--- src/rtl/ins_fetch.sv ---
// Instruction fetch unit: issues one 32-bit instruction-bus read per accepted request
// and holds the returned word (or a NOP on a fault) for the decoder.
module ins_fetch #(
    parameter int          TIMEOUT = 255,
    parameter logic [31:0] NOP_INS = 32'h0000_0013
) (
    input  logic        clk,
    input  logic        rst_n,
    input  logic        fetch_req,
    input  logic [31:0] pc,
    input  logic        flush,
    output logic [31:0] ibus_addr,
    output logic        ibus_rd,
    input  logic        ibus_rdy,
    input  logic        ibus_err,
    input  logic [31:0] ibus_rdata,
    output logic [31:0] ins,
    output logic [31:0] ins_pc,
    output logic        ins_vld,
    output logic        ins_addr_mis,
    output logic        ins_acc_fault,
    output logic        busy
);

    localparam int              CW        = (TIMEOUT < 1) ? 1 : $clog2(TIMEOUT + 1);
    localparam int              TO_LAST_I = (TIMEOUT > 0) ? (TIMEOUT - 1) : 0;
    localparam logic [CW-1:0]   TO_LAST   = CW'(TO_LAST_I);
    localparam logic [CW-1:0]   CNT_MAX   = {CW{1'b1}};
    localparam bit              TO_EN     = (TIMEOUT != 32'sd0);

    typedef enum logic [0:0] {
        IDLE = 1'b0,
        BUS  = 1'b1
    } state_t;

    state_t        state_q, state_d;
    logic [31:0]   ibus_addr_q, ibus_addr_d;
    logic          ibus_rd_q, ibus_rd_d;
    logic [31:0]   ins_q, ins_d;
    logic [31:0]   ins_pc_q, ins_pc_d;
    logic          ins_vld_q, ins_vld_d;
    logic          mis_q, mis_d;
    logic          acc_q, acc_d;
    logic          busy_q, busy_d;
    logic [CW-1:0] cnt_q, cnt_d;
    logic          timeout_hit_s;

    assign timeout_hit_s = TO_EN && (cnt_q == TO_LAST);

    // Next-state and next-output computation for the IDLE/BUS controller.
    always_comb begin
        state_d     = state_q;
        ibus_addr_d = ibus_addr_q;
        ibus_rd_d   = ibus_rd_q;
        ins_d       = ins_q;
        ins_pc_d    = ins_pc_q;
        ins_vld_d   = 1'b0;
        mis_d       = mis_q;
        acc_d       = acc_q;
        busy_d      = busy_q;
        cnt_d       = cnt_q;
        case (state_q)
            IDLE: begin
                // The cycle carrying ins_vld is still owned by the previous fetch.
                if (fetch_req && !flush && !ins_vld_q) begin
                    ibus_addr_d = pc;
                    ins_pc_d    = pc;
                    mis_d       = 1'b0;
                    acc_d       = 1'b0;
                    if (pc[1:0] != 2'b00) begin
                        mis_d     = 1'b1;
                        ins_d     = NOP_INS;
                        ins_vld_d = 1'b1;
                    end else begin
                        state_d   = BUS;
                        ibus_rd_d = 1'b1;
                        busy_d    = 1'b1;
                        cnt_d     = {CW{1'b0}};
                    end
                end else begin
                    state_d = IDLE;
                end
            end
            BUS: begin
                if (flush) begin
                    state_d   = IDLE;
                    ibus_rd_d = 1'b0;
                    busy_d    = 1'b0;
                end else if (ibus_err || ibus_rdy || timeout_hit_s) begin
                    // Error (with or without rdy) and timeout both end as access faults.
                    state_d   = IDLE;
                    ibus_rd_d = 1'b0;
                    busy_d    = 1'b0;
                    ins_vld_d = 1'b1;
                    if (ibus_err || !ibus_rdy) begin
                        acc_d = 1'b1;
                        ins_d = NOP_INS;
                    end else begin
                        ins_d = ibus_rdata;
                    end
                end else if (cnt_q != CNT_MAX) begin
                    cnt_d = cnt_q + CW'(1);
                end else begin
                    cnt_d = cnt_q;
                end
            end
            default: begin
                state_d   = IDLE;
                ibus_rd_d = 1'b0;
                busy_d    = 1'b0;
            end
        endcase
    end

    // State and output registers.
    always_ff @(posedge clk or negedge rst_n) begin
        if (!rst_n) begin
            state_q     <= IDLE;
            ibus_addr_q <= 32'h0000_0000;
            ibus_rd_q   <= 1'b0;
            ins_q       <= NOP_INS;
            ins_pc_q    <= 32'h0000_0000;
            ins_vld_q   <= 1'b0;
            mis_q       <= 1'b0;
            acc_q       <= 1'b0;
            busy_q      <= 1'b0;
            cnt_q       <= {CW{1'b0}};
        end else begin
            state_q     <= state_d;
            ibus_addr_q <= ibus_addr_d;
            ibus_rd_q   <= ibus_rd_d;
            ins_q       <= ins_d;
            ins_pc_q    <= ins_pc_d;
            ins_vld_q   <= ins_vld_d;
            mis_q       <= mis_d;
            acc_q       <= acc_d;
            busy_q      <= busy_d;
            cnt_q       <= cnt_d;
        end
    end

    assign ibus_addr     = ibus_addr_q;
    assign ibus_rd       = ibus_rd_q;
    assign ins           = ins_q;
    assign ins_pc        = ins_pc_q;
    assign ins_vld       = ins_vld_q;
    assign ins_addr_mis  = mis_q;
    assign ins_acc_fault = acc_q;
    assign busy          = busy_q;

endmodule

--- config.mk ---
export PLATFORM = sky130hd
export DESIGN_NAME = ins_fetch
export DESIGN_NICKNAME = d
export VERILOG_FILES = /design/src/rtl/ins_fetch.sv
export SDC_FILE = /design/constraint.sdc
export NUM_CORES = 1
export LEC_CHECK = 0
export ABC_AREA = 1
export CORE_MARGIN = 2
export CORE_UTILIZATION = 37
export DETAILED_ROUTE_END_ITERATION = 16
export GPL_ROUTABILITY_DRIVEN = 0
export PLACE_DENSITY_LB_ADDON = 0.3
export REMOVE_ABC_BUFFERS = 1
export SKIP_CTS_REPAIR_TIMING = 1
export SLEW_MARGIN = 5
export SYNTH_ARGS = -nofsm -noshare
export SYNTH_HDL_FRONTEND = slang
export SYNTH_SLANG_ARGS = --single-unit
--- constraint.sdc ---
create_clock -name clk -period 1.35 [get_ports clk]
set_clock_uncertainty 0.05 [all_clocks]
set_input_delay 0.27 -clock clk [delete_from_list [all_inputs] [get_ports clk]]
set_output_delay 0.27 -clock clk [all_outputs]
set_load 0.02 [all_outputs]
Word level (Yosys, flattened, before mapping)
Index checks and enable logic that the tools add are counted.

Bits in registers: 77. Bits of input ports: 70. Output and inout port bits: 101. Word-level logic and storage cells: 67.

Add/subtract/negate cells: 1. Eq/ne operators: 11. Muxes and demuxes: 32. Bitwise operators: 1. Reduce and logical (&&, ||, !) cells: 14.

Operators with widths (count): $mux 32 (5); $pmux 32 s2 (1); $mux 8 (5); $mux 1 (16); $pmux 8 s2 (1); $ne 2x2->1 const B (5); $add 8x1->8 const B (1); $eq 8x8->1 const B (1); $ne 8x8->1 const B (1); $pmux 1 s2 (4); $reduce_and 4->1 (2); $ne 2x1->1 const B (3); $reduce_and 5->1 (1); $logic_not 1->1 (3); $logic_or 1x1->1 (3); $ne 3x2->1 const B (1); $reduce_and 3->1 (1); $logic_and 1x1->1 (2); $reduce_and 2->1 (1); $reduce_bool 2->1 (1); $not 1->1 (1).

Logic depth before layout (Yosys ltp)
Gate-level depths: netlist of the first run.

Depth in word-level cells: 6. Mapped depth: 11. Gate-level depth less buffers: 10.

Worst setup path after synthesis of the first run
No wires, ideal clock.

Kind: flip-flop to flip-flop. Start: register cnt_q[0]. End: register ins_q[10] (netlist: ins[10]). Arrival: 1222 ps. Setup slack: -40 ps. Cell stages (with the launch flop): 11. Path buffers: 1. Cells stage by stage: dfrtp_1 > inv_1 > ha_1 > inv_1 > nor2_1 > nand2_2 > nand2_2 > nand2_4 > buf_2 > nand3_1 > nand2_1.

Longest elaborated chain between the ends: 4.

RTL lines: start: declaration (line 45) `logic [CW-1:0] cnt_q, cnt_d;`; start signal: assignment (line 127) `cnt_q <= {CW{1'b0}};`; start signal: assignment (line 138) `cnt_q <= cnt_d;`; $eq 8x8->1 (line 48) `assign timeout_hit_s = TO_EN && (cnt_q == TO_LAST);`; $logic_or 1x1->1 (line 89) `end else if (ibus_err || ibus_rdy || timeout_hit_s) begin`; $ne 2x1->1 (no source line); $reduce_and 4->1 (no source line); end signal: assignment (line 132) `ins_q <= ins_d;`; end: declaration (line 39) `logic [31:0] ins_q, ins_d;`.

No other way between the ends. A chain may end at the register's enable or synchronous reset.

Worst setup path in the final report of the first run
Start: register cnt_q[1]. End: register ins_q[30] (netlist: ins[30]).

The elaborated chain is that of the path after synthesis.

==> flow_summary.yaml, run 1 <==
status:
  outcome: "finished, violations left"
  violations: "setup timing"
hold_path:
  hp-class: "in2async"
final_layout:
  seqCellArea_mm2: 0.00193
  syn_to_final_growth_pct: 80.9
  fillers: 711
  final_core_util_pct: 68.1
  final_nets: 679
  antenna_cells: 0
  drive_above_1_share_pct: 38.3
  stdcell_area_mm2: 0.00660
  most-common-layout-cells: "nand2_1, dfrtp_1, dlymetal6s2s_1"
  layout_commonest_cell: "nand2_1"
  multi_input_area_mm2: 0.00183
placed_design:
  portBuffers: 170
  placed_area_mm2: 0.00552
  place_ws_ns: -0.417
  dp_hpwl_um: 7660
setup_path:
  critPathMaxFanout: 7
  cp_slowest_cell: "dfrtp_2"
  critPathArrivalTime_ns: 1.75
  setup.worst_path.start_class: "flop"
  reg2reg_slack_ns: -0.21
  setup.worst_path.class: "reg2reg"
  cp_cell_sequence: "ha_4 -> inv_4 -> nor2_4 -> nand2_4 -> nand2_4 -> nand2_8 -> nand2_8 -> clkbuf_16 -> nand3_1 -> nand2_1"
  end_kind: "flop"
  cp_slowest_stage_delay_ns: 0.45
  worstPathRequired_ns: 1.53
  worstReg2RegEnd: "ins[30]"
  r2r-start: "cnt_q[1]"
  ff2ff_path_depth: 10
die:
  die_w_um: 103
  core_mm2: 0.00968
  pin_count: 171
  initial_core_util_pct: 37.6
  rows: 36
  die_h_um: 103
  die_area_mm2: 0.0107
grt:
  use_met1_pct: 25.1
  overflow: 0
  gr-usage-all-layers_pct: 19.6
  grt_antenna_before_repair: 0
  grt_pass1_wl_um: 16000
  grt_pass1_vias: 3171
  grt_max_degree: 34
  use_met3_pct: 5.31
  grt_busiest_layer: "met2"
  use_met2_pct: 33.1
synthesis:
  synth-seq-cells: 77
  ys.flop_type: "dfrtp_1"
  synth_top_family_by_area: "simple AND/OR/NAND/NOR gates"
  synthMuxAreaShare_pct: 0
  syn-cell-area_mm2: 0.00364
  avgSynthCellArea_um2: 8.56
  syn-instance-count: 426
  yosysTopAreaCell: "dfrtp_1"
  ys_types: 25
  yosys.area_share.adder_pct: 0.687
  seq_area_frac_synth_pct: 53.0
  synthTopCellsByArea: "dfrtp_1, nand2_1, nand3_1"
  synth_edf_count: 0
  synthSimpleGateAreaFrac_pct: 32.8
  synth_compound_area_share_pct: 1.30
  yosysWarningCount: 0
  synth-async-reset-ratio_pct: 100
  netlist.area_leader.share_pct: 50.8
  synth_xor_area_share_pct: 0.481
timing:
  setup-violations-final: 75
  rsz0062_at_grt: "true"
  hold_violations: 0
  tightest_slew_ns: 0.372
  fin_ws_ns: -0.210
  timing.setup.tns_ns: -8.81
  slew_violations: 0
  finalCritPeriodShare_pct: 116
  clock.fmax_mhz: 641
  max-slew-margin-rel_pct: 75.2
  finalCriticalPeriod_ns: 1.56
power_and_ir_drop:
  p_total_mw: 6.47
  seqPwrFrac_pct: 42.8
  power.internal_mw: 4.24
  swShare_pct: 34.5
  p_leak_nw: 4.10
  switching_power_mw: 2.24
  p_comb_share_pct: 33.0
  power.density_mw_per_mm2: 981
  power.share.clock_pct: 24.2
  vdd_drop_max_uv: 716
routing:
  drtAntennaViolNets: 0
  drt_iter0_markers: 155
  post_drt_wl_per_cell_um: 17.0
  drcViolationCount: 0
  via_per_inst: 4.82
  first_pass_iters: 4
  wl_um: 12700
  num_vias: 3587
clocking:
  cts_sinks: 77
  tritoncts: "yes"
  insertion_delay_ns: 0.34
  cts_inserted_buffers: 9
  cts_buffer_depth: 2
  clkTransAtPathRegs_ns: 0.08
  cts_root_buffer: "clkbuf_8"
  ctsHtreeMaxLevel: 3
flow_run:
  drv_cap: 0
[synth_stat cells, types with 2 or more instances]
cell	count
nand2_1	168
dfrtp_1	74
nand3_1	65
buf_4	34
inv_1	16
buf_2	13
nor2_1	12
nand3_2	9
o21ai_0	7
nand2_2	4
dfstp_2	3
nand2_4	3
buf_6	2
clkbuf_1	2
ha_1	2
nor2_2	2
xor2_1	2
[registers in the layout, indices dropped and copies added, names as in the netlist]
register,cells
state_q,1
ins_pc,32
ins_acc_fault,1
ins_vld,1
ins,32
ins_addr_mis,1
cnt_q,8
busy,1
[per-layer routing]
metal | up-vias | routed length (um)
met3 | 19 | 658
met2 | 134 | 6780
met5 | - | 0
li1 | 1684 | -
met1 | 1750 | 5040
met4 | 0 | 184
[final cells by class]
type                       count  share of cell area, %
sequential                    77                   29.3
inverter                      17                   1.23
clock inverter                 4                  0.493
multi-input combinational    281                   27.8
clock buffer                  11                   2.14
tap                          133                   2.52
timing repair buffer         221                   36.5
[power by group through the flow]
| stage | registers (mW) | logic [mW] | clock network (mW) |
|---|---|---|---|
| floorplan | 3.23 | 0.270 | 0 |
| global placement | 2.76 | 1.98 | 0 |
| detailed placement | 2.76 | 2.00 | 0 |
| CTS | 2.72 | 2.00 | 1.61 |
| global route | 2.79 | 2.25 | 1.70 |
| finish | 2.77 | 2.13 | 1.57 |
[kinds of logic (layout without fill, tap and decap cells)]
kind of cell,after synthesis,in the layout
flip-flops,77,77
adder cells (fa/ha/maj),2,2
AND/OR/NAND/NOR,267,268
XOR/XNOR,2,2
AO/OA/AOI/OAI,9,9
buffers and inverters,69,253
[critical path, delay by kind of cell (launching register included)]
| kind | cells | cell delay, ns |
|---|---|---|
| AND/OR/NAND/NOR | 7 | 0.55 |
| buffers and inverters | 2 | 0.22 |
| adder cells (fa/ha/maj) | 1 | 0.18 |
| flip-flops | 1 | 0.45 |
[through the flow]
| step | hold WS, ns | cells |
|---|---|---|
| 5_1_grt | 0.345 | 744 |
| 6_report | 0.329 | 744 |
| 3_5_place_dp | 0.160 | 712 |
| 2_1_floorplan | -0.0756 | 374 |
| 4_1_cts | -0.225 | 727 |
| 3_3_place_gp | 0.160 | 712 |
[worst max path at each step]
stage	from	endpoint	depth (start not counted)
6_report	cnt_q[1]	ins[30]	10
5_1_grt	cnt_q[0]	ins[14]	11
4_1_cts	ins[4]	ins[4]	1
3_5_place_dp	flush	cnt_q[3]	9
3_3_place_gp	fetch_req	cnt_q[0]	10
2_1_floorplan	ins_vld	ins[0]	7
Note: power is estimated with default switching activity, not from simulation.
==> inputs of run 2 (changes only) <==
Settings changed: CORE_ASPECT_RATIO set to 0.8, SLEW_MARGIN 5 to 20.
==> flow_summary.yaml, run 2 (synthesis results as in run 1) <==
routing:
  first_pass_iters: 4
  drtAntennaViolNets: 0
  wl_um: 12600
  via_per_inst: 4.95
  num_vias: 3620
  post_drt_wl_per_cell_um: 17.3
  drt_iter0_markers: 200
  drcViolationCount: 0
grt:
  overflow: 0
  grt_pass1_vias: 3412
  grt_antenna_before_repair: 0
  grt_pass1_wl_um: 16200
  grt_max_degree: 36
  gr-usage-all-layers_pct: 19.1
flow_run:
  drv_cap: 0
power_and_ir_drop:
  switching_power_mw: 2.26
  power.internal_mw: 4.84
  p_leak_nw: 4.38
  power.density_mw_per_mm2: 1060
  swShare_pct: 31.9
  power.share.clock_pct: 31.9
  vdd_drop_max_uv: 687
  seqPwrFrac_pct: 38.2
  p_comb_share_pct: 29.9
timing:
  finalCritPeriodShare_pct: 124
  fin_hold_ws_ns: 0.300
  clock.fmax_mhz: 596
  slew_violations: 0
  hold_violations: 0
  max-slew-margin-rel_pct: 75.6
  rsz0062_at_grt: "true"
  timing.setup.tns_ns: -11.28
  finalCriticalPeriod_ns: 1.68
  fin_ws_ns: -0.328
  tightest_slew_ns: 0.366
  setup-violations-final: 43
setup_path:
  critPathMaxFanout: 8
  setup.worst_path.start_class: "flop"
  r2r-start: "cnt_q[0]"
  end_kind: "flop"
  worstPathRequired_ns: 1.52
  worstReg2RegEnd: "ins[24]"
  ff2ff_path_depth: 11
  setup.worst_path.class: "reg2reg"
  reg2reg_slack_ns: -0.33
  critPathArrivalTime_ns: 1.85
clocking:
  tritoncts: "yes"
  clkTransAtPathRegs_ns: 0.07
  cts_buffer_depth: 2
  cts_sinks: 77
  cts_inserted_buffers: 9
  cts_root_buffer: "clkbuf_16"
  ctsHtreeMaxLevel: 3
  insertion_delay_ns: 0.33
die:
  die_h_um: 92.8
  die_area_mm2: 0.0107
  initial_core_util_pct: 37.9
  core_mm2: 0.00961
  die_w_um: 115
  pin_count: 171
  rows: 32
hold_path:
  hp-class: "in2async"
final_layout:
  antenna_cells: 0
  drive_above_1_share_pct: 24.2
  final_nets: 679
  layout_commonest_cell: "nand2_1"
  most-common-layout-cells: "nand2_1, dlymetal6s2s_1, dfrtp_1"
  syn_to_final_growth_pct: 84.1
status:
  violations: "setup timing"
  outcome: "finished, violations left"
placed_design:
  dp_hpwl_um: 7400
  portBuffers: 170
-- run 2: cell count changes in the layout (fill, tap and decap cells not counted), sizes merged --
cell,previous run,this run
buf,47,45
clkbuf,51,20
clkinv,1,2
dlymetal6s2s,67,100
inv,18,19
nand2,176,175
-- run 2: how the worst max path moves through the flow --
| stage | from | endpoint | slack (ns) | depth (start not counted) |
|---|---|---|---|---|
| 2_1_floorplan | ins_vld | ins[0] | -0.78 | 7 |
| 3_3_place_gp | fetch_req | ins[25] | -0.39 | 10 |
| 3_5_place_dp | flush | ins[25] | -0.43 | 9 |
| 4_1_cts | ins[0] | ins[0] | -0.43 | 1 |
| 5_1_grt | cnt_q[0] | ins[31] | -0.39 | 11 |
| 6_report | cnt_q[0] | ins[24] | -0.33 | 11 |
-- run 2: critical path: stages, from the launching register on --
cell       delay [ns]
dfrtp_1          0.43
inv_2            0.08
ha_4             0.17
inv_4            0.06
nor2_4           0.03
nand2_2          0.11
nand2_4          0.08
nand2_8          0.14
nand2_8          0.11
clkbuf_16        0.19
nand3_2          0.06
nand2_1          0.06
-- run 2: power by group through the flow --
stage	clock network, mW	logic, mW	registers (mW)
final	2.27	2.12	2.72
after global routing	2.40	2.24	2.75
after CTS	2.29	1.98	2.73
after detailed placement	0	1.98	2.76
after global placement	0	1.95	2.76
after floorplan	0	0.270	3.23
-- run 2: cell type report --
cell class | count | area, um2
Multi-Input combinational cell | 280 | 1590
Clock buffer | 10 | 229
Inverter | 17 | 73.8
Clock inverter | 6 | 46.3
Timing Repair Buffer | 222 | 2690
Sequential cell | 77 | 1930
Fill cell | 642 | 2900
Tap cell | 119 | 149
-- run 2: metrics by stage --
step                worst slack (ns)  instances  power, mW  util [%]  cell area, um2
finish                        -0.328        731       7.11      69.8            6710
global route                  -0.389        731       7.38      69.8            6710
CTS                           -0.432        711       7.00      59.6            5730
detailed placement            -0.431        695       4.74      56.8            5460
global placement              -0.390        695       4.71      56.8            5460
floorplan                     -0.781        374       3.50         -            3280
-- run 2: per-layer routing --
| metal | GRT usage [%] | up-vias | share of wire [%] |
|---|---|---|---|
| met4 | 5.92 | 0 | 1.9 |
| li1 | - | 1676 | - |
| met5 | 0 | - | 0 |
| met3 | 4.52 | 26 | 5.3 |
| met1 | 24.9 | 1775 | 41 |
| met2 | 31.5 | 143 | 51 |
==> inputs of run 3 (changes only) <==
Settings changed: CAP_MARGIN set to 20, CORE_MARGIN 2 to 1, PLACE_DENSITY set to 0.76, PLACE_DENSITY_LB_ADDON 0.3 to not set.
==> flow_summary.yaml, run 3 (synthesis results as in run 1) <==
final_layout:
  fillers: 644
  multi_input_area_mm2: 0.00176
  final_core_util_pct: 71.5
  antenna_cells: 0
  stdcell_area_mm2: 0.00687
  syn_to_final_growth_pct: 88.6
  seqCellArea_mm2: 0.00193
  final_nets: 677
  drive_above_1_share_pct: 31.6
  most-common-layout-cells: "nand2_1, dlymetal6s2s_1, dfrtp_1"
  layout_commonest_cell: "nand2_1"
placed_design:
  placed_area_mm2: 0.00548
  portBuffers: 170
  dp_hpwl_um: 7360
timing:
  fin_ws_ns: -0.350
  fin_hold_ws_ns: 0.330
  hold_violations: 0
  clock.fmax_mhz: 588
  setup-violations-final: 75
  timing.setup.tns_ns: -9.34
  slew_violations: 0
  finalCritPeriodShare_pct: 126
  tightest_slew_ns: 0.409
  rsz0062_at_grt: "true"
  max-slew-margin-rel_pct: 72.6
  finalCriticalPeriod_ns: 1.70
die:
  die_h_um: 90.8
  die_area_mm2: 0.0103
  core_mm2: 0.00961
  rows: 32
  die_w_um: 113
  pin_count: 171
  initial_core_util_pct: 37.9
clocking:
  cts_buffer_depth: 2
  insertion_delay_ns: 0.32
  cts_inserted_buffers: 9
  cts_sinks: 77
  clkTransAtPathRegs_ns: 0.06
  cts_root_buffer: "clkbuf_16"
  ctsHtreeMaxLevel: 3
  tritoncts: "yes"
routing:
  drt_iter0_markers: 155
  drcViolationCount: 0
  post_drt_wl_per_cell_um: 17.1
  wl_um: 12500
  num_vias: 3618
  drtAntennaViolNets: 0
  first_pass_iters: 4
  via_per_inst: 4.96
setup_path:
  critPathMaxFanout: 3
  setup.worst_path.start_class: "flop"
  crit_buf_inv: 1
  critPathArrivalTime_ns: 1.38
  crit_cells: 1
  path_delay_family: "buffers and inverters"
  cp_cell_sequence: "clkdlybuf4s50_1"
  cp_slowest_stage_delay_ns: 0.64
  setup.worst_path.class: "reg2out"
  cp_slowest_cell: "clkdlybuf4s50_1"
  worstPathRequired_ns: 1.03
  ff2ff_path_depth: 11
  end_kind: "output pin"
status:
  violations: "setup timing"
  outcome: "finished, violations left"
grt:
  gr-usage-all-layers_pct: 20.3
  grt_max_degree: 36
  overflow: 0
  grt_pass1_vias: 3358
  grt_antenna_before_repair: 0
  grt_pass1_wl_um: 16400
power_and_ir_drop:
  power.density_mw_per_mm2: 1130
  p_total_mw: 7.77
  p_comb_share_pct: 28.5
  power.internal_mw: 5.49
  switching_power_mw: 2.27
  power.share.clock_pct: 35.8
  vdd_drop_max_uv: 649
  seqPwrFrac_pct: 35.7
  swShare_pct: 29.3
  p_leak_nw: 4.35
hold_path:
  hp-class: "in2reg"
  hold_depth: 4
flow_run:
  drv_cap: 0
==> run 3: layout make-up <==
type,instances,share of cell area (%)
repair buffers,220,38.0
flip-flops and latches,77,28.1
multi-input cells,280,25.6
clock buffers,11,3.53
well taps,119,2.17
clock inverters,5,1.55
inverters,17,1.07
==> run 3: per-stage QoR <==
stage | worst slack (ns) | std cells
floorplan | -0.781 | 374
CTS | -0.443 | 711
global placement | -0.356 | 695
global route | -0.377 | 729
detailed placement | -0.413 | 695
finish | -0.350 | 729
==> run 3: power groups by stage <==
stage	sequential, mW	clock, mW	combinational (mW)
global placement	2.76	0	1.96
floorplan	3.23	0	0.270
detailed placement	2.76	0	1.99
global route	2.80	2.92	2.33
CTS	2.73	2.83	1.99
finish	2.77	2.78	2.22
==> run 3: metal layers <==
| metal | GRT usage (%) | up-vias | share of wire [%] |
|---|---|---|---|
| met5 | 0 | - | 0 |
| met4 | 5.70 | 0 | 1.8 |
| met3 | 5.84 | 20 | 5.5 |
| met1 | 25.1 | 1797 | 40 |
| li1 | - | 1679 | - |
| met2 | 34.5 | 122 | 53 |
==> run 3: path summary, 6_finish.rpt <==
| check | startpoint | endpoint | slack (ns) |
|---|---|---|---|
| setup / recovery | busy | ibus_rd | -0.35 |
| hold / removal | flush | state_q | 0.33 |
| setup reg to reg | cnt_q[0] | cnt_q[1] | -0.22 |
| hold reg to reg | ins[4] | ins[4] | 0.44 |
| max in group asynchronous | rst_n | ins[0] | 0.36 |
| min in group asynchronous | rst_n | ins_pc[5] | 0.34 |
